`config.mk`:
```
export PLATFORM = sky130hd
export DESIGN_NAME = seq_fetch_unit
export DESIGN_NICKNAME = d
export VERILOG_FILES = /design/src/rtl/seq_fetch_unit.sv
export SDC_FILE = /design/constraint.sdc
export NUM_CORES = 1
export LEC_CHECK = 0
export ABC_AREA = 1
export BUFFER_PORTS_ARGS = -buffer_cell sky130_fd_sc_hd__buf_2
export CAP_MARGIN = 20
export CORE_ASPECT_RATIO = 0.75
export CORE_UTILIZATION = 60
export DETAILED_ROUTE_END_ITERATION = 16
export PLACE_DENSITY_LB_ADDON = 0.05
export SLEW_MARGIN = 20
export SYNTH_ARGS = -nofsm -noshare
export SYNTH_HDL_FRONTEND = slang
export SYNTH_SLANG_ARGS = --single-unit
export TNS_END_PERCENT = 50
```
`constraint.sdc`:
```
create_clock -name Clk -period 3.1 [get_ports Clk]
set_input_delay 0.31 -clock Clk [delete_from_list [all_inputs] [get_ports Clk]]
set_output_delay 0.31 -clock Clk [all_outputs]
set_load 0.03 [all_outputs]
```
`src/rtl/seq_fetch_unit.sv`:
```
// seq_fetch_unit: Y86-64 byte-serial fetch stage; define FETCH_IFUN_CHECK_EN to also flag illegal ifun codes
module seq_fetch_unit #(
  parameter int ACK_TIMEOUT = 16
) (
  input  logic        Clk,
  input  logic        Reset,
  input  logic [63:0] PC,
  input  logic        start,
  output logic [63:0] mem_addr,
  output logic        mem_rd,
  input  logic [7:0]  mem_rdata,
  input  logic        mem_ack,
  output logic        busy,
  output logic        instr_valid,
  output logic [3:0]  icode,
  output logic [3:0]  ifun,
  output logic [3:0]  rA,
  output logic [3:0]  rB,
  output logic [63:0] valC,
  output logic [63:0] valP,
  output logic        instr_invalid,
  output logic        imem_error
);
  typedef enum logic [2:0] {IDLE, BYTE0, REGS, CONST, DONE} state_t;
  state_t state, state_n;
  logic [63:0] base, addr;
  logic [3:0] len, blen, bic, bfn;
  logic [2:0] k;
  logic [7:0] wcnt;
  logic hc, take, tout, bregs, bconst, bbad;
  assign mem_rd = state == BYTE0 || state == REGS || state == CONST;
  assign busy = mem_rd;
  assign instr_valid = state == DONE;
  assign mem_addr = addr;
  assign valP = base + {60'd0, len};
  assign take = mem_rd & mem_ack;
  assign tout = mem_rd & ~mem_ack & (wcnt == 8'(ACK_TIMEOUT - 1));
  assign bic = mem_rdata[7:4];
  assign bfn = mem_rdata[3:0];
  // Decode byte 0 into instruction length, trailing fields and legality
  always_comb begin
    blen = 4'd1;
    case (bic)
      4'h2, 4'h6, 4'hA, 4'hB: blen = 4'd2;
      4'h3, 4'h4, 4'h5:       blen = 4'd10;
      4'h7, 4'h8:             blen = 4'd9;
      default:                blen = 4'd1;
    endcase
    bregs = blen == 4'd2 || blen == 4'd10;
    bconst = blen > 4'd8;
`ifdef FETCH_IFUN_CHECK_EN
    bbad = bic > 4'hB || (bic == 4'h2 || bic == 4'h7 ? bfn > 4'h6 : bic == 4'h6 ? bfn > 4'h3 : bfn != 4'h0);
`else
    bbad = bic > 4'hB;
`endif
  end
  // Next-state: advance on each consumed byte, bail to DONE on ack timeout
  always_comb begin
    state_n = state;
    case (state)
      IDLE:    state_n = start ? BYTE0 : IDLE;
      BYTE0:   state_n = tout ? DONE : !take ? BYTE0 : bregs ? REGS : bconst ? CONST : DONE;
      REGS:    state_n = tout ? DONE : !take ? REGS : hc ? CONST : DONE;
      CONST:   state_n = tout || (take && k == 3'd7) ? DONE : CONST;
      DONE:    state_n = IDLE;
      default: state_n = IDLE;
    endcase
  end
  // State register
  always_ff @(posedge Clk) begin
    if (Reset) state <= IDLE;
    else state <= state_n;
  end
  // Fetch address, wait counter and instruction fields
  always_ff @(posedge Clk) begin
    if (Reset) begin
      base <= '0;
      addr <= '0;
      len <= '0;
      k <= '0;
      wcnt <= '0;
      hc <= 1'b0;
      icode <= '0;
      ifun <= '0;
      rA <= 4'hF;
      rB <= 4'hF;
      valC <= '0;
      instr_invalid <= 1'b0;
      imem_error <= 1'b0;
    end else begin
      if (state == IDLE && start) begin
        base <= PC;
        addr <= PC;
        len <= 4'd1;
        k <= '0;
        wcnt <= '0;
        hc <= 1'b0;
        icode <= '0;
        ifun <= '0;
        rA <= 4'hF;
        rB <= 4'hF;
        valC <= '0;
        instr_invalid <= 1'b0;
        imem_error <= 1'b0;
      end
      if (take) begin
        addr <= addr + 64'd1;
        wcnt <= '0;
      end else if (mem_rd) wcnt <= wcnt + 8'd1;
      if (tout) imem_error <= 1'b1;
      if (take && state == BYTE0) begin
        icode <= bic;
        ifun <= bfn;
        len <= blen;
        hc <= bconst;
        instr_invalid <= bbad;
      end
      if (take && state == REGS) begin
        rA <= mem_rdata[7:4];
        rB <= mem_rdata[3:0];
      end
      if (take && state == CONST) begin
        valC[{k, 3'b000} +: 8] <= mem_rdata;
        k <= k + 3'd1;
      end
    end
  end
endmodule

```
# Word-level counts from Yosys, hierarchy flattened
# Memory sizes are Yosys's and may differ from the RTL's.
# Cells that the tools add are included.
# word_totals
output_inout_bits	213
n_memories	1
romBits	48
wordCells	85
in_bits	76
mem_bits_rw	0
regBits	229
latch_bits	0
# mem_list
memory	depth	word_bits	read_ports	rd_clocked_by_memory_dff	wr	line_no	source
(no name shown)	16	3	1	0	0	43	case (bic)
# classes
add_sub_neg	5
n_mul	0
mux	32
div	0
eq_ne	8
reduce_logical	17
n_lt_le_gt_ge	2
n_shift	2
bitwise	4
# op_table
cell	count
64-bit 2-to-1 mux	5
64-bit by 1-bit adder with 64-bit output (second input constant)	1
64-bit by 4-bit adder with 64-bit output	1
64-bit bitwise mux	1
8-bit by 8-bit variable shift with 64-bit output (first input constant)	1
8-bit by 8-bit indexed part select with 64-bit output	1
4-bit 2-to-1 mux	8
3-bit 2-to-1 mux	10
8-bit 2-to-1 mux	2
3-bit case mux with 4 select lines	1
2-bit nonzero test	6
8-bit by 1-bit adder with 8-bit output (second input constant)	1
8-bit by 4-bit == test with 1-bit output (second input constant)	1
4-bit > comparator (second input constant)	2
6-bit negation with 8-bit output	1
3-bit by 2-bit == test with 1-bit output (second input constant)	2
3-bit == test (second input constant)	2
1-bit logical AND	5
1-bit 2-to-1 mux	5
4-bit by 2-bit == test with 1-bit output (second input constant)	1
4-bit == test (second input constant)	1
1-bit logical OR	4
3-bit by 1-bit adder with 3-bit output (second input constant)	1
1-bit AND	3
4 further kinds	4

# Depth between registers and ports, before layout
# logic_depth
depth_word	8
mapped_depth	12
ltp_nobuf	12

# Worst setup path before layout
# OpenSTA, ideal clock, no wires.
# synth_path
kind	register to output
from	reg base[0]
to	out valP[60]
setup_slack_ns	0.685
t_arrival_ns	2.105
stages_incl_launch_ff	13
n_path_buf	0
path_cell_list	dfxtp_1 > ha_1 > fa_1 > nand3_1 > nand2_1 > nand2_2 > nor2_4 > nand2_2 > nor2_4 > nand2_2 > nor2_2 > nand2_1 > xnor2_1
# synth_via
elab_chain_cells	1
# synth_rtl
item	line_no	source
from (decl)	26	logic [63:0] base, addr;
from (signal assigned)	77	base <= '0;
from (signal assigned)	92	base <= PC;
64-bit by 4-bit adder with 64-bit output	35	assign valP = base + {60'd0, len};
to (decl)	20	output logic [63:0] valP,
# Every way passes these cells.

# Worst setup path in the final report
# Same ends and word-level chain as after synthesis.

==> out/metrics.cfg <==
[outcome]
status=complete, no violations

[clock_tree]
clk_pin_slew_ns=0.07
cts_max_path_buffers=3
cts_made_buffers=23
clock-root-buffer=clkbuf_16
cts_sinks=228
clkLatencyLatePin_ns=0.52
cts_tree=built
cts_hold_buf=0
htree_levels=1

[flow_run]
drv_cap=0

[sta]
setup_violations=0
hold_viol=0
fmax_ghz=0.3351
tightestPinTransition_ns=0.8479
clock_skew_ns=0.01195
fin_crit_sh=0.9626
slew_headroom=0.4341
layout_min_cycle_time_ns=2.984
setup_tns_ns=0
rsz0062_at_grt=true
maxSlewViolCount=0

[power]
vdd.ir_drop.worst_mv=0.4975
finalPower_mw=8.018
p_leak_nw=6.977
powerDensity_nw_per_um2=516.1

[final_layout]
mostFrequentLayoutCell=nand2_1
drive_gt1_frac=0.1815
area_growth_pct=19.30
final_cell_mix=nand2_1, buf_2, dfxtp_1
final_cells=2574
nNetsFinal=2351

[logic_synthesis]
syn_area_um2=13020
avgSynthCellArea_um2=6.475
synth_top_family_by_area=simple AND/OR/NAND/NOR gates
synthDistinctLibCells=45
ys_seq_area_frac=0.3505
synthDominantCellAreaShare=0.3505
yosys.area_share.simple=0.3687
synth_compound_area_frac=0.1380
synthMuxAreaShare=0
ys_ff_latch=228
ys_top_cells_by_area=dfxtp_1, nand2_1, inv_1
synthCells=2011
syn_nets=2097
ys_warn_count=0
yosys.area.top_type=dfxtp_1
synth_xor_area_frac=0.04507
synth_fa_ha_area_frac=0.01019

[route]
wl_per_cell_um=18.90
m1WireLength_um=20590
route.met3.wl_um=7219
drt-initial-drc-count=2065
firstDrtPassIters=6
highest_layer=met4
ant_nets=0
viasPerCell=5.933
routed_wl_um=48650
wl_met2_um=19210
drc_errors=0
vias=15270

[worst_setup_path]
worstSetupEndpointType=output port
worst_setup_path_start_kind=register
crit_required_ns=2.79
crit_fanout=5
crit_arrival_ns=2.67
critPathKind=reg2out

[placed_design]
dp.cells=2524
place.port_buffers=288
dp_hpwl_um=37420
place.gp.congestion=1.023

[floorplanning]
coreArea_um2=21180
fp.dieW_um=172.1
floorplan.io_pins=289
row_count=46
initial_core_util=0.6148
die-area_um2=22300
die_h_um=129.6

[global_routing]
grt_pass1_vias=13120
track_usage=0.4240
grt_antenna_before_repair=5
grt_remaining_overflow=0
grt_max_degree=181
grt_first_pass_wirelength_um=72120

[hold_path]
hold_path_class=in2reg

## kinds of logic after synthesis
group                    Yosys count
AND/OR/NAND/NOR                 1112
AO/OA/AOI/OAI                    304
buffers and inverters            290
flip-flops                       228
XOR/XNOR                          67
adder cells (fa/ha/maj)           10
## routing by layer
layer,vias up,global-route usage
met4,0,0.1442
met2,1049,0.5821
met5,-,0
li1,7075,-
met3,131,0.1240
met1,7017,0.6236
## state kept, by name, summed over array words and instances (netlist names)
signal	flops
icode	4
k	3
rB	4
valC	64
instr_invalid	1
imem_error	1
rA	4
base	64
ifun	4
len	3
wcnt	8
state	3
hc	1
mem_addr	64
## per-stage QoR
stage | setup slack [ns] | hold WS, ns | utilization | instance area [um^2]
finish | 0.1158 | 0.07459 | 0.7335 | 15530
global route | -0.03551 | 0.08281 | 0.7335 | 15530
CTS | 0.04230 | 0.06825 | 0.7290 | 15440
detailed placement | 0.4690 | 0.4614 | 0.6912 | 14640
global placement | 0.5808 | 0.4469 | 0.6912 | 14640
floorplan | 0.6854 | 0.4448 | - | 13020
## critical path: stages, from the launching register on
cell and delay, ns:
dfxtp_1 0.34, ha_2 0.21, fa_2 0.22, nand3_1 0.09, nand2_2 0.11, nand2_2 0.12
nor2_4 0.13, nand2_2 0.12, nor2_4 0.19, nand2_2 0.08, nor2_2 0.12, nand2_1 0.10
xnor2_2 0.14, buf_4 0.18
## repair_timing
action,in CTS,in global routing
resized for setup,1,16
setup buffers,0,4
pin swaps,0,3
endpoints found under the setup margin,1,14
## power breakdown
part           internal [mW]  total, mW  leakage [nW]  switching, mW
Combinational          0.444       1.63          4.72           1.18
Sequential              3.11       3.42          1.86          0.305
Clock                   1.74       2.97         0.393           1.23
## area by class of cell
class,count,area [um^2]
diodes,5,12.51
clock buffers,30,651.9
clock inverters,11,143.9
fillers,1839,5645
inverters,213,799.5
multi-input cells,1493,7376
flip-flops and latches,228,4564
well taps,288,360.3
repair buffers,306,1627
## synthesized netlist by cell type, drive strengths merged
cell type	count
a211oi	28
a21oi	150
a221oi	29
a31o	1
a31oi	24
and2	3
buf	33
clkbuf	44
dfxtp	228
fa	1
ha	9
inv	213
nand2	650
nand3	129
nand3b	8
nand4	42
nor2	219
nor3	45
nor3b	2
nor4	5
o211ai	12
o21ai	50
o21bai	1
o221ai	1
o22ai	8
or2	9
xnor2	27
xor2	40
## path summary, 6_finish.rpt
path / cells past startpoint / startpoint / slack [ns] / to
max: 13 / base[0] / 0.12 / valP[60]
min: 3 / PC[46] / 0.07 / base[46]
max reg2reg: 8 / k[0] / 0.37 / valC[3]
min reg2reg: 2 / ifun[0] / 0.48 / ifun[0]
(Power assumes the default switching activity.)
